[config.mk]
export PLATFORM = sky130hd
export DESIGN_NAME = line_mem_responder
export DESIGN_NICKNAME = d
export VERILOG_FILES = /design/src/rtl/line_mem_pkg.sv /design/src/rtl/line_mem_responder.sv
export SDC_FILE = /design/constraint.sdc
export NUM_CORES = 1
export LEC_CHECK = 0
export BUFFER_PORTS_ARGS = -buffer_cell sky130_fd_sc_hd__buf_2
export CORE_MARGIN = 8
export CORE_UTILIZATION = 30
export DETAILED_ROUTE_END_ITERATION = 7
export GPL_ROUTABILITY_DRIVEN = 0
export PLACE_DENSITY = 0.5
export SLEW_MARGIN = 20
export SYNTH_ARGS = -nofsm -noshare
export SYNTH_HDL_FRONTEND = slang
export SYNTH_SLANG_ARGS = --single-unit
[constraint.sdc]
create_clock -name clk_i -period 3.45 [get_ports clk_i]
set_input_delay 0.1725 -clock clk_i [delete_from_list [all_inputs] [get_ports clk_i]]
set_output_delay 0.1725 -clock clk_i [all_outputs]
set_load 0.02 [all_outputs]
[src/rtl/line_mem_pkg.sv]
// line_mem_pkg: shared constants and state
// encoding for the line memory responder.
package line_mem_pkg;

  localparam int XLEN_DEF   = 32;
  localparam int CLSIZE_DEF = 256;
  localparam int MEM_AW_DEF = 14;

  localparam int BEATS      = CLSIZE_DEF / XLEN_DEF;
  localparam int BEAT_W     = $clog2(BEATS);
  localparam int LINE_OFS_W = $clog2(CLSIZE_DEF / 8);

  typedef enum logic [2:0] {
    IDLE,
    WR,
    RD,
    RD_LAST,
    DONE,
    WAIT_LOW
  } lm_state_e;

endpackage

[src/rtl/line_mem_responder.sv]
// line_mem_responder: serialises cache-line
// requests into word accesses on an SRAM port.
module line_mem_responder
  import line_mem_pkg::*;
#(
  parameter int XLEN   = XLEN_DEF,
  parameter int CLSIZE = CLSIZE_DEF,
  parameter int MEM_AW = MEM_AW_DEF
) (
  input  logic              clk_i,
  input  logic              rst_ni,
  input  logic              strobe_i,
  input  logic [XLEN-1:0]   addr_i,
  input  logic              rw_i,
  input  logic [CLSIZE-1:0] data_i,
  output logic              done_o,
  output logic [CLSIZE-1:0] data_o,
  output logic              mem_en_o,
  output logic              mem_we_o,
  output logic [MEM_AW-1:0] mem_addr_o,
  output logic [XLEN-1:0]   mem_wdata_o,
  input  logic [XLEN-1:0]   mem_rdata_i
);

  localparam int NB   = CLSIZE / XLEN;
  localparam int NBW  = $clog2(NB);
  localparam int WOFS = $clog2(XLEN / 8);

  lm_state_e         state_q;
  lm_state_e         state_d;
  logic [NBW-1:0]    beat_q;
  logic [MEM_AW-1:0] base_q;
  logic [CLSIZE-1:0] wline_q;
  logic [CLSIZE-1:0] rbuf_q;

  logic              accept;
  logic              last_beat;
  logic              capture;
  logic [NBW-1:0]    slot;
  logic [MEM_AW-1:0] beat_addr;
  logic [XLEN-1:0]   beat_word;
  logic              unused_addr;

  assign accept    = (state_q == IDLE) && strobe_i;
  assign last_beat = (beat_q == NBW'(NB - 1));
  // read data lags its issue by one cycle;
  // the counter wraps to 0 after the last
  // issue, so beat-1 is always the slot
  assign capture   = ((state_q == RD) && (beat_q != '0))
                  || (state_q == RD_LAST);
  assign slot      = beat_q - NBW'(1);
  assign beat_addr = base_q + MEM_AW'(beat_q);
  assign beat_word = wline_q[beat_q*XLEN +: XLEN];
  assign data_o    = rbuf_q;

  assign unused_addr = ^{addr_i[XLEN-1:MEM_AW+WOFS],
                         addr_i[WOFS+NBW-1:0]};

  // state register
  always_ff @(posedge clk_i or negedge rst_ni) begin
    if (!rst_ni) state_q <= IDLE;
    else         state_q <= state_d;
  end

  // next-state logic
  always_comb begin
    state_d = state_q;
    unique case (state_q)
      IDLE:     if (strobe_i) state_d = rw_i ? WR : RD;
      WR:       if (last_beat) state_d = DONE;
      RD:       if (last_beat) state_d = RD_LAST;
      RD_LAST:  state_d = DONE;
      DONE:     state_d = WAIT_LOW;
      WAIT_LOW: if (!strobe_i) state_d = IDLE;
      default:  state_d = IDLE;
    endcase
  end

  // SRAM strobes and completion pulse
  always_comb begin
    done_o      = 1'b0;
    mem_en_o    = 1'b0;
    mem_we_o    = 1'b0;
    mem_addr_o  = '0;
    mem_wdata_o = '0;
    unique case (1'b1)
      (state_q == WR): begin
        mem_en_o    = 1'b1;
        mem_we_o    = 1'b1;
        mem_addr_o  = beat_addr;
        mem_wdata_o = beat_word;
      end
      (state_q == RD): begin
        mem_en_o   = 1'b1;
        mem_addr_o = beat_addr;
      end
      (state_q == DONE): done_o = 1'b1;
      default: ;
    endcase
  end

  // request latch and beat counter
  always_ff @(posedge clk_i or negedge rst_ni) begin
    if (!rst_ni) begin
      base_q  <= '0;
      wline_q <= '0;
      beat_q  <= '0;
    end else if (accept) begin
      base_q  <= {addr_i[MEM_AW+WOFS-1:WOFS+NBW],
                  {NBW{1'b0}}};
      wline_q <= data_i;
      beat_q  <= '0;
    end else if (state_q == WR || state_q == RD) begin
      beat_q  <= beat_q + NBW'(1);
    end
  end

  // read line assembly
  always_ff @(posedge clk_i or negedge rst_ni) begin
    if (!rst_ni) begin
      rbuf_q <= '0;
    end else if (capture) begin
      rbuf_q[slot*XLEN +: XLEN] <= mem_rdata_i;
    end
  end

endmodule

==> flow_summary.yaml <==
finish:
  final_common_cell: "nand2_1"
  fin_util_pct: 42.31
  area_growth_pct: 40.47
  final_cells: 3964
  layout_common_cells: "nand2_1, buf_2, dfrtp_1"
  drive_above_1_share_pct: 34.44
  fin_nets: 3267
worst_setup_path:
  cp-end-kind: "output pin"
  critical_path_required_ns: 3.28
  r2r_slack_ns: 0.46
  cp.arrival_ns: 3.04
  rr_startpoint: "beat_q[0]"
  r2r-end: "data_o[11]"
  crit_type: "register to output pin"
  start_kind: "register"
  crit_path_max_fanout: 40
  startpoint: "beat_q[1]"
  reg2reg_depth: 8
floorplan:
  die_w_um: 291.2
  core_um2: 75440
  io_pins: 629
  initial_core_util_pct: 30.12
  die_y_um: 291.2
  rows: 101
  die_area_um2: 84810
drt:
  met2_length_um: 39340
  wl_met3_um: 4911
  viasPerCell: 4.638
  drt_first_iter_violations: 937
  ant_nets: 0
  wire_per_inst_um: 20.20
  routedLengthMet1_um: 33400
  drc_errors: 0
  top_layer: "met5"
  drt_wl_total_um: 80060
  drtPass1Iterations: 7
  via_count: 18387
sta:
  worst_slack_ns: 0.2395
  max_clock_freq_mhz: 311.5
  finalCritPeriodShare_pct: 93.06
  hold_viol: 0
  fin_skew_ns: 0.01676
  tns_ns: 0
  rsz0062_at_grt: "false"
  slew-limit-headroom_pct: 47.16
  finalSetupViolCount: 0
  maxSlewViolCount: 0
  worstMarginPinSlew_ns: 0.7926
  period_needed_ns: 3.210
logic_synthesis:
  synth-adder-area-share_pct: 0.4405
  syn_inst: 2041
  synth_top_family_by_area: "multiplexers"
  synth_edf_count: 0
  ys_warn_count: 0
  yosys.area_share.simple_pct: 17.88
  synth_area_per_cell_um2: 11.13
  synthArstFlopShare_pct: 100.0
  yosysSeqAreaShare_pct: 58.25
  yosysUniqueCellTypes: 33
  synth_seq_cells: 529
  synth-xor-area-share_pct: 0.1487
  syn_area_um2: 22720
  synthMuxAreaShare_pct: 18.85
  synth-compound-area-share_pct: 1.459
  synth_ff_type: "dfrtp_1"
  synth_nets: 2373
run:
  cap_violations: 0
clock_network:
  cts_sinks: 529
  cts_buffers: 58
  htree_num_levels: 2
  root_buffer: "clkbuf_16"
  clk_latency_ns: 0.59
  post_cts_buffers: 0
  clk_pin_slew_worst_paths_ns: 0.06
  cts_tree: "done"
  clock_path_buffers: 3
  post_cts_resized: 0
power_and_ir_drop:
  p_total_mw: 28.19
  leakagePower_nw: 17.18
  ir_worst_vdd_v: 0.0004352
  power_density_nw_per_um2: 883.0
placement:
  dp_cells: 3550
  io_buffer_count: 607
  hpwl_um: 55890
  post-place-ws_ns: 0.4411
grt:
  antenna_found_initial: 8
  grt_max_degree: 128
  track_usage_pct: 18.34
  grt_pass1_wl_um: 122400
  globalRouteOverflowTotal: 0
  grt_pass1_vias: 20308
hold_path:
  holdCritPathClass: "input port to asynchronous set/reset pin"
run_status:
  status: "finished, final reports clean"
-- cells by family (layout without fill, tap and decap cells) --
| family | Yosys count | in the layout |
|---|---|---|
| multiplexers | 320 | 320 |
| other | 0 | 7 |
| XOR/XNOR | 3 | 3 |
| AND/OR/NAND/NOR | 982 | 982 |
| adder cells (fa/ha/maj) | 8 | 8 |
| AO/OA/AOI/OAI | 41 | 41 |
| flip-flops | 529 | 529 |
| buffers and inverters | 158 | 1096 |
-- what timing repair did --
item                       CTS  global route
hold buffers               303             0
setup endpoints to repair    0             0
hold endpoints to repair   407             0
-- layout make-up --
class | instances | area [um^2]
Timing Repair Buffer | 957 | 6546
Multi-Input combinational cell | 1354 | 8837
Inverter | 35 | 131.4
Clock inverter | 12 | 120.1
Antenna cell | 7 | 17.52
Fill cell | 7149 | 43520
Tap cell | 978 | 1224
Sequential cell | 529 | 13250
Clock buffer | 92 | 1800
-- Yosys cell counts (all sizes together), types with 5 or more instances --
master  number  share of area, %
mux4        64               6.3
a22o        32               1.2
ha           8              0.44
buf         59               1.3
dfrtp      529                58
nor3         5              0.11
inv         35              0.58
mux2       224                11
nor2         8              0.13
and2       107               2.9
clkbuf      64               1.1
nand2      838                14
mux2i       32               1.4
-- sequential cells by signal, indices dropped and copies added (netlist names) --
register	flops
beat_q	3
wline_q	256
base_q	11
state_q	3
data_o	256
-- per-stage QoR --
step,hold WS (ns),cell area [um^2]
after floorplan,-0.1231,22720
after global placement,0.2558,26950
after detailed placement,0.2555,26950
after CTS,0.1914,31900
after global routing,0.2081,31920
final,0.1834,31920
-- worst max path at each step --
| stage | end | slack, ns | depth (start not counted) |
|---|---|---|---|
| 2_1_floorplan | data_o[22] | 0.40 | 10 |
| 3_3_place_gp | data_o[28] | 0.57 | 8 |
| 3_5_place_dp | data_o[11] | 0.44 | 8 |
| 4_1_cts | mem_wdata_o[20] | 0.16 | 5 |
| 5_1_grt | mem_wdata_o[20] | 0.11 | 5 |
| 6_report | mem_wdata_o[20] | 0.24 | 5 |
-- worst max-delay path, cell delays in order (launching register included) --
cell,delay [ns]
dfrtp_4,0.40
buf_4,0.41
buf_4,0.66
mux4_2,0.40
a22o_1,0.32
buf_2,0.19
-- metal layers --
metal / GRT usage [%] / vias to the layer above
li1: - / 8456
met4: 5.576 / 6
met1: 22.70 / 9165
met2: 31.66 / 613
met3: 4.220 / 147
met5: 0 / -
-- where the power goes --
part           switching (mW)  leakage (nW)  internal (mW)
sequential               1.48          6.91           8.76
clock                    2.52         0.951           3.70
combinational            7.03          9.32           4.70
No activity file was read; power rests on OpenSTA's default activity.
